<file path="config.mk">
export PLATFORM = sky130hd
export DESIGN_NAME = control_multicycle_32
export DESIGN_NICKNAME = d
export VERILOG_FILES = /design/src/rtl/control_multicycle_32_pkg.sv /design/src/rtl/control_multicycle_32_out_decode.sv /design/src/rtl/control_multicycle_32.sv
export SDC_FILE = /design/constraint.sdc
export NUM_CORES = 1
export LEC_CHECK = 0
export BUFFER_PORTS_ARGS = -buffer_cell sky130_fd_sc_hd__buf_4
export CORE_MARGIN = 4
export CORE_UTILIZATION = 53
export DETAILED_ROUTE_END_ITERATION = 8
export HOLD_SLACK_MARGIN = 0.1
export PLACE_DENSITY = 0.85
export SYNTH_ARGS = -nofsm -noshare
export SYNTH_HDL_FRONTEND = slang
export SYNTH_SLANG_ARGS = --single-unit
export TNS_END_PERCENT = 100
</file>
<file path="constraint.sdc">
create_clock -name clk -period 3.61 [get_ports clk]
set_input_delay 1.083 -clock clk [delete_from_list [all_inputs] [get_ports clk]]
set_output_delay 1.083 -clock clk [all_outputs]
set_load 0.1 [all_outputs]
</file>
<file path="src/rtl/control_multicycle_32_pkg.sv">
// Shared encodings for the multicycle MIPS controller: states, opcodes, functs,
// datapath mux selects and the packed control vector.
package control_multicycle_32_pkg;

  typedef enum logic [3:0] {
    S_FETCH    = 4'd0,
    S_DECODE   = 4'd1,
    S_MEM_ADDR = 4'd2,
    S_MEM_RD   = 4'd3,
    S_MEM_WB   = 4'd4,
    S_MEM_WR   = 4'd5,
    S_EXEC     = 4'd6,
    S_R_WB     = 4'd7,
    S_BRANCH   = 4'd8,
    S_ADDI_EX  = 4'd9,
    S_ADDI_WB  = 4'd10,
    S_JUMP     = 4'd11,
    S_JAL      = 4'd12,
    S_JR       = 4'd13,
    S_HALT     = 4'd14
  } state_e;

  localparam logic [5:0] OP_RTYPE = 6'h00;
  localparam logic [5:0] OP_J     = 6'h02;
  localparam logic [5:0] OP_JAL   = 6'h03;
  localparam logic [5:0] OP_BEQ   = 6'h04;
  localparam logic [5:0] OP_BNE   = 6'h05;
  localparam logic [5:0] OP_ADDI  = 6'h08;
  localparam logic [5:0] OP_LW    = 6'h23;
  localparam logic [5:0] OP_SW    = 6'h2B;

  localparam logic [5:0] FN_JR    = 6'h08;
  localparam logic [5:0] FN_ADD   = 6'h20;
  localparam logic [5:0] FN_SUB   = 6'h22;
  localparam logic [5:0] FN_AND   = 6'h24;
  localparam logic [5:0] FN_OR    = 6'h25;
  localparam logic [5:0] FN_SLT   = 6'h2A;

  localparam logic [1:0] MTR_ALUOUT = 2'b00;
  localparam logic [1:0] MTR_MDR    = 2'b01;
  localparam logic [1:0] MTR_PC     = 2'b10;

  localparam logic [1:0] RD_RT      = 2'b00;
  localparam logic [1:0] RD_RD      = 2'b01;
  localparam logic [1:0] RD_R31     = 2'b10;

  localparam logic [1:0] SRCB_RT    = 2'b00;
  localparam logic [1:0] SRCB_FOUR  = 2'b01;
  localparam logic [1:0] SRCB_IMM   = 2'b10;
  localparam logic [1:0] SRCB_IMMSH = 2'b11;

  localparam logic [1:0] ALU_ADD    = 2'b00;
  localparam logic [1:0] ALU_SUB    = 2'b01;
  localparam logic [1:0] ALU_FUNCT  = 2'b10;

  localparam logic [1:0] BR_NONE    = 2'b00;
  localparam logic [1:0] BR_EQ      = 2'b01;
  localparam logic [1:0] BR_NE      = 2'b10;

  localparam logic [1:0] PCS_ALU    = 2'b00;
  localparam logic [1:0] PCS_ALUOUT = 2'b01;
  localparam logic [1:0] PCS_JUMP   = 2'b10;
  localparam logic [1:0] PCS_RS     = 2'b11;

  typedef struct packed {
    logic       pc_write;
    logic       pc_write_cond;
    logic       i_or_d;
    logic       ir_write;
    logic       mem_read;
    logic       mem_write;
    logic [1:0] mem_toreg;
    logic [1:0] reg_dst;
    logic       reg_write;
    logic       alu_src_a;
    logic [1:0] alu_src_b;
    logic [1:0] alu_op;
    logic [1:0] branch;
    logic [1:0] pc_source;
  } ctrl_t;

  // R-type functs that go through EXEC/R_WB; jr is routed separately.
  function automatic logic rtype_alu_funct(input logic [5:0] fn);
    return (fn == FN_ADD) || (fn == FN_SUB) || (fn == FN_AND) ||
           (fn == FN_OR)  || (fn == FN_SLT);
  endfunction

endpackage

</file>
<file path="src/rtl/control_multicycle_32_out_decode.sv">
// Combinational state -> Moore control vector. Mealy overrides and the
// beq/bne branch select are applied by the top.
module mc_out_decode
  import control_multicycle_32_pkg::*;
(
  input  state_e state,
  output ctrl_t  ctrl
);

  always_comb begin
    ctrl = '0;
    case (state)
      S_FETCH: begin
        ctrl.mem_read  = 1'b1;
        ctrl.alu_src_b = SRCB_FOUR;
        ctrl.alu_op    = ALU_ADD;
        ctrl.pc_source = PCS_ALU;
      end
      S_DECODE: begin
        ctrl.alu_src_b = SRCB_IMMSH;
        ctrl.alu_op    = ALU_ADD;
      end
      S_MEM_ADDR, S_ADDI_EX: begin
        ctrl.alu_src_a = 1'b1;
        ctrl.alu_src_b = SRCB_IMM;
        ctrl.alu_op    = ALU_ADD;
      end
      S_MEM_RD: begin
        ctrl.i_or_d   = 1'b1;
        ctrl.mem_read = 1'b1;
      end
      S_MEM_WB: begin
        ctrl.reg_write = 1'b1;
        ctrl.mem_toreg = MTR_MDR;
        ctrl.reg_dst   = RD_RT;
      end
      S_MEM_WR: begin
        ctrl.i_or_d    = 1'b1;
        ctrl.mem_write = 1'b1;
      end
      S_EXEC: begin
        ctrl.alu_src_a = 1'b1;
        ctrl.alu_src_b = SRCB_RT;
        ctrl.alu_op    = ALU_FUNCT;
      end
      S_R_WB: begin
        ctrl.reg_write = 1'b1;
        ctrl.reg_dst   = RD_RD;
        ctrl.mem_toreg = MTR_ALUOUT;
      end
      S_BRANCH: begin
        ctrl.alu_src_a     = 1'b1;
        ctrl.alu_src_b     = SRCB_RT;
        ctrl.alu_op        = ALU_SUB;
        ctrl.pc_write_cond = 1'b1;
        ctrl.pc_source     = PCS_ALUOUT;
      end
      S_ADDI_WB: begin
        ctrl.reg_write = 1'b1;
        ctrl.reg_dst   = RD_RT;
        ctrl.mem_toreg = MTR_ALUOUT;
      end
      S_JUMP: begin
        ctrl.pc_write  = 1'b1;
        ctrl.pc_source = PCS_JUMP;
      end
      S_JAL: begin
        ctrl.pc_write  = 1'b1;
        ctrl.pc_source = PCS_JUMP;
        ctrl.reg_write = 1'b1;
        ctrl.reg_dst   = RD_R31;
        ctrl.mem_toreg = MTR_PC;
      end
      S_JR: begin
        ctrl.pc_write  = 1'b1;
        ctrl.pc_source = PCS_RS;
      end
      default: ;
    endcase
  end

endmodule

</file>
<file path="src/rtl/control_multicycle_32.sv">
// Multicycle MIPS main controller: FSM sequencing, memory watchdog and error
// flags around the Moore control decoder.
module control_multicycle_32
  import control_multicycle_32_pkg::*;
#(
  parameter int MEM_TIMEOUT     = 16,
  parameter bit TRAP_ON_ILLEGAL = 1'b0,
  parameter int CNT_W           = 5
) (
  input  logic       clk,
  input  logic       rst_n,
  input  logic [5:0] opcode,
  input  logic [5:0] funct,
  input  logic       mem_ready,
  output logic       pc_write,
  output logic       pc_write_cond,
  output logic       i_or_d,
  output logic       ir_write,
  output logic       mem_read,
  output logic       mem_write,
  output logic [1:0] mem_toreg,
  output logic [1:0] reg_dst,
  output logic       reg_write,
  output logic       alu_src_a,
  output logic [1:0] alu_src_b,
  output logic [1:0] alu_op,
  output logic [1:0] branch,
  output logic [1:0] pc_source,
  output logic [3:0] state,
  output logic       err_illegal_opcode,
  output logic       err_mem_timeout
);

  localparam logic             WDOG_EN  = (MEM_TIMEOUT != 0);
  localparam logic [CNT_W-1:0] CNT_LAST = CNT_W'(MEM_TIMEOUT - 1);

  state_e           state_q, state_d, decode_next;
  logic [CNT_W-1:0] cnt_q, cnt_d;
  logic             err_ill_q, err_ill_d;
  logic             err_to_q, err_to_d;
  logic             illegal, waiting, timeout_hit;
  ctrl_t            moore_ctrl, ctrl;

  mc_out_decode u_out_decode (
    .state (state_q),
    .ctrl  (moore_ctrl)
  );

  always_comb begin
    illegal     = 1'b0;
    decode_next = S_FETCH;
    case (opcode)
      OP_RTYPE: begin
        if (funct == FN_JR)              decode_next = S_JR;
        else if (rtype_alu_funct(funct)) decode_next = S_EXEC;
        else                             illegal     = 1'b1;
      end
      OP_LW, OP_SW:   decode_next = S_MEM_ADDR;
      OP_BEQ, OP_BNE: decode_next = S_BRANCH;
      OP_ADDI:        decode_next = S_ADDI_EX;
      OP_J:           decode_next = S_JUMP;
      OP_JAL:         decode_next = S_JAL;
      default:        illegal     = 1'b1;
    endcase
    if (illegal) decode_next = TRAP_ON_ILLEGAL ? S_HALT : S_FETCH;
  end

  always_comb begin
    state_d     = state_q;
    err_to_d    = err_to_q;
    waiting     = (state_q == S_FETCH) || (state_q == S_MEM_RD) || (state_q == S_MEM_WR);
    // mem_ready on the last allowed cycle beats the watchdog
    timeout_hit = WDOG_EN && waiting && !mem_ready && (cnt_q == CNT_LAST);
    // err_illegal_opcode only persists when the illegal instruction trapped into HALT
    err_ill_d   = ((state_q == S_DECODE) && illegal) || (err_ill_q && (state_q == S_HALT));
    case (state_q)
      S_FETCH:    if (mem_ready) state_d = S_DECODE;
      S_DECODE:   state_d = decode_next;
      S_MEM_ADDR: state_d = (opcode == OP_SW) ? S_MEM_WR : S_MEM_RD;
      S_MEM_RD:   if (mem_ready) state_d = S_MEM_WB;
      S_MEM_WR:   if (mem_ready) state_d = S_FETCH;
      S_EXEC:     state_d = S_R_WB;
      S_ADDI_EX:  state_d = S_ADDI_WB;
      S_HALT:     state_d = S_HALT;
      default:    state_d = S_FETCH;
    endcase
    if (timeout_hit) begin
      state_d  = S_HALT;
      err_to_d = 1'b1;
    end
    cnt_d = (waiting && !mem_ready && !timeout_hit) ? cnt_q + 1'b1 : '0;
  end

  always_ff @(posedge clk or negedge rst_n) begin
    if (!rst_n) begin
      state_q   <= S_FETCH;
      cnt_q     <= '0;
      err_ill_q <= 1'b0;
      err_to_q  <= 1'b0;
    end else begin
      state_q   <= state_d;
      cnt_q     <= cnt_d;
      err_ill_q <= err_ill_d;
      err_to_q  <= err_to_d;
    end
  end

  always_comb begin
    ctrl = moore_ctrl;
    if (state_q == S_FETCH) begin
      ctrl.ir_write = mem_ready;
      ctrl.pc_write = mem_ready;
    end
    if (state_q == S_BRANCH) ctrl.branch = (opcode == OP_BNE) ? BR_NE : BR_EQ;
    else                     ctrl.branch = BR_NONE;
    // FETCH is the reset state but must not request memory while held in reset
    if (!rst_n) ctrl = '0;
  end

  assign pc_write           = ctrl.pc_write;
  assign pc_write_cond      = ctrl.pc_write_cond;
  assign i_or_d             = ctrl.i_or_d;
  assign ir_write           = ctrl.ir_write;
  assign mem_read           = ctrl.mem_read;
  assign mem_write          = ctrl.mem_write;
  assign mem_toreg          = ctrl.mem_toreg;
  assign reg_dst            = ctrl.reg_dst;
  assign reg_write          = ctrl.reg_write;
  assign alu_src_a          = ctrl.alu_src_a;
  assign alu_src_b          = ctrl.alu_src_b;
  assign alu_op             = ctrl.alu_op;
  assign branch             = ctrl.branch;
  assign pc_source          = ctrl.pc_source;
  assign state              = state_q;
  assign err_illegal_opcode = err_ill_q;
  assign err_mem_timeout    = err_to_q;

endmodule
</file>
==> flow_summary.json <==
{
  "dp_hpwl_um": 2420,
  "finalCritPeriodShare_pct": 92.9,
  "ys_ff_latch": 11,
  "htree_levels": 1,
  "root_buffer": "clkbuf_4",
  "clk_path_buf_depth": 2,
  "synth_edf_count": 0,
  "routabilityCongestion": 0.826,
  "synth_ff_type": "dfrtp_1",
  "worstPathRequired_ns": 2.53,
  "reg2regPathDepth": 7,
  "critPathLaunchType": "input port",
  "initial_utilization_pct": 56.2,
  "final_common_cell": "buf_4",
  "syn2layout_area_growth_pct": 40.0,
  "switching_share_pct": 63.8,
  "r2r-start": "cnt_q[0]",
  "io_buffers": 40,
  "rrSetupSlack_ns": 1.60,
  "hold_violations": 0,
  "ir_drop_uv": 491,
  "core_area_um2": 1980,
  "synth.largest_area_cell": "dfrtp_1",
  "final_nets": 207,
  "num_io_pins": 41,
  "dieArea_um2": 2900,
  "netlist_area_um2": 1110,
  "grt_pass1_wl_um": 5290,
  "fin_ws_ns": 0.256,
  "clk_latency_ns": 0.27,
  "grt_overflow": 0,
  "yosysUniqueCellTypes": 43,
  "ys_warn_count": 0,
  "path_max_fanout": 9,
  "crit_end": "branch[1]",
  "dr_total_vias": 1290,
  "combPwrFrac_pct": 70.8,
  "antenna_found_initial": 0,
  "status": "finished, final reports clean",
  "syn-num-nets": 171,
  "yosysTopAreaCellShare_pct": 24.7,
  "grt.total_usage_pct": 24.9,
  "antenna_cells": 0,
  "max_freq_mhz": 298,
  "endpoint_kind": "output pin",
  "internal_power_mw": 0.413,
  "syn_area_per_cell_um2": 7.24,
  "drtPass1Iterations": 4,
  "path_class": "in2out",
  "finClkSkew_ns": 0.000390,
  "sequentialPowerShare_pct": 21.9,
  "drt_iter0_drc": 25,
  "cts_tree": "done",
  "ant_nets": 0,
  "cap_violations": 0,
  "die_h_um": 53.9,
  "wl_per_cell_um": 14.6,
  "layout_common_cells": "buf_4 (42), nor2_1 (16), nand2_1 (9), inv_1 (8), o21ai_0 (8)",
  "ys_top_cells_by_area": "dfrtp_1 (25%), nor2_1 (7.1%), nor3_1 (4.0%), nor2b_1 (3.9%), o21ai_0 (3.6%)",
  "p_leak_nw": 0.650,
  "slew_headroom_pct": 65.7,
  "hold_path.class": "reg2reg",
  "clkSlewWorstSetupHoldPaths_ns": 0.06,
  "cts.sinks": 11,
  "worst_slew_pin_slew_ns": 0.514,
  "rsz0062_at_grt": "no",
  "wl_um": 3160,
  "ys_seq_area_share_pct": 24.7,
  "cts_inserted_buffers": 3,
  "power.switching_mw": 0.729,
  "pwr-share-clk_pct": 7.3,
  "cellPowerDensity_nw_per_um2": 732,
  "period_minus_slack_ns": 3.35,
  "setup_viol": 0,
  "synthCells": 154,
  "drive_above_1_share_pct": 37.6,
  "row_count": 16,
  "cp.arrival_ns": 2.27,
  "drcViolationCount": 0,
  "postCtsSetupBuffers": 0,
  "timing.rr.end": "state[1]",
  "startpoint": "opcode[1]",
  "cts_resized": 0,
  "ys_async_sr_fraction_pct": 100,
  "final_core_util_pct": 78.7,
  "vias_per_cell": 5.97,
  "grt_max_degree": 27,
  "cts-hold-fix-buffers": 0,
  "slew_violations": 0,
  "dieWidth_um": 53.9,
  "dpl_worst_slack_ns": 0.250,
  "grt_pass1_vias": 1219
}
## per-stage QoR
step / hold WS [ns] / total power, mW / instances / instance area, um2 / TNS [ns]
2_1_floorplan: 0.429 / 0.902 / 154 / 1240 / -0.351
3_3_place_gp: 0.440 / 1.04 / 212 / 1530 / 0
3_5_place_dp: 0.465 / 1.06 / 212 / 1530 / 0
4_1_cts: 0.473 / 1.14 / 216 / 1560 / 0
5_1_grt: 0.498 / 1.20 / 216 / 1560 / 0
6_report: 0.472 / 1.14 / 216 / 1560 / 0
## synthesized netlist by cell type (all sizes together) (3+ instances only)
master and number:
a31oi 3, a21oi 5, nor3b 4, o21ai 8, nand3 6, nand2b 5
buf 6, nor4 3, nor2 21, nand4 6, nand2 10, inv 8
or2 3, dfrtp 11, nor3 9, clkbuf 5, nor2b 7
## final cells by class
type,count,area [um2]
multi-input combinational,124,875
fill,148,422
timing repair buffer,42,315
sequential,11,280
tap,27,33.8
inverter,8,30.0
clock buffer,4,26.3
## critical path: stages
cell     delay, ns
buf_4         0.14
nor4_1        0.35
nand3_1       0.20
nor4_4        0.16
buf_4         0.33
## registers in the layout (all words and copies together) (netlist names)
signal / flops
cnt_q: 5
state: 4
err_illegal_opcode: 1
err_mem_timeout: 1
## routing by layer
layer / GRT usage, % / vias up / share of wire (%)
li1: - / 628 / -
met1: 29.8 / 604 / 41
met5: 0 / - / 0
met4: 8.51 / 0 / 1.6
met3: 4.16 / 4 / 6.5
met2: 44.6 / 54 / 51
## power groups by stage
stage	combinational, mW	clock (mW)	sequential [mW]
floorplan	0.587	0	0.315
global placement	0.794	0	0.248
detailed placement	0.806	0	0.250
CTS	0.807	0.0855	0.248
global route	0.852	0.0901	0.261
finish	0.808	0.0837	0.250
## logic make-up after synthesis
logic type / synth area share (%)
XOR/XNOR: 3.14
AO/OA/AOI/OAI: 17.4
AND/OR/NAND/NOR: 42.0
adder cells (fa/ha/maj): 2.24
buffers and inverters: 7.41
flip-flops: 24.7
multiplexers: 3.14
## worst min path at each step
stage	start	endpoint	cells after the start
after detailed placement	cnt_q[0]	cnt_q[0]	1
after CTS	cnt_q[0]	cnt_q[0]	1
after global placement	cnt_q[0]	cnt_q[0]	1
after global routing	cnt_q[0]	cnt_q[0]	1
after floorplan	cnt_q[0]	cnt_q[0]	1
final	cnt_q[0]	cnt_q[0]	1
No activity file was read; power rests on OpenSTA's default activity.
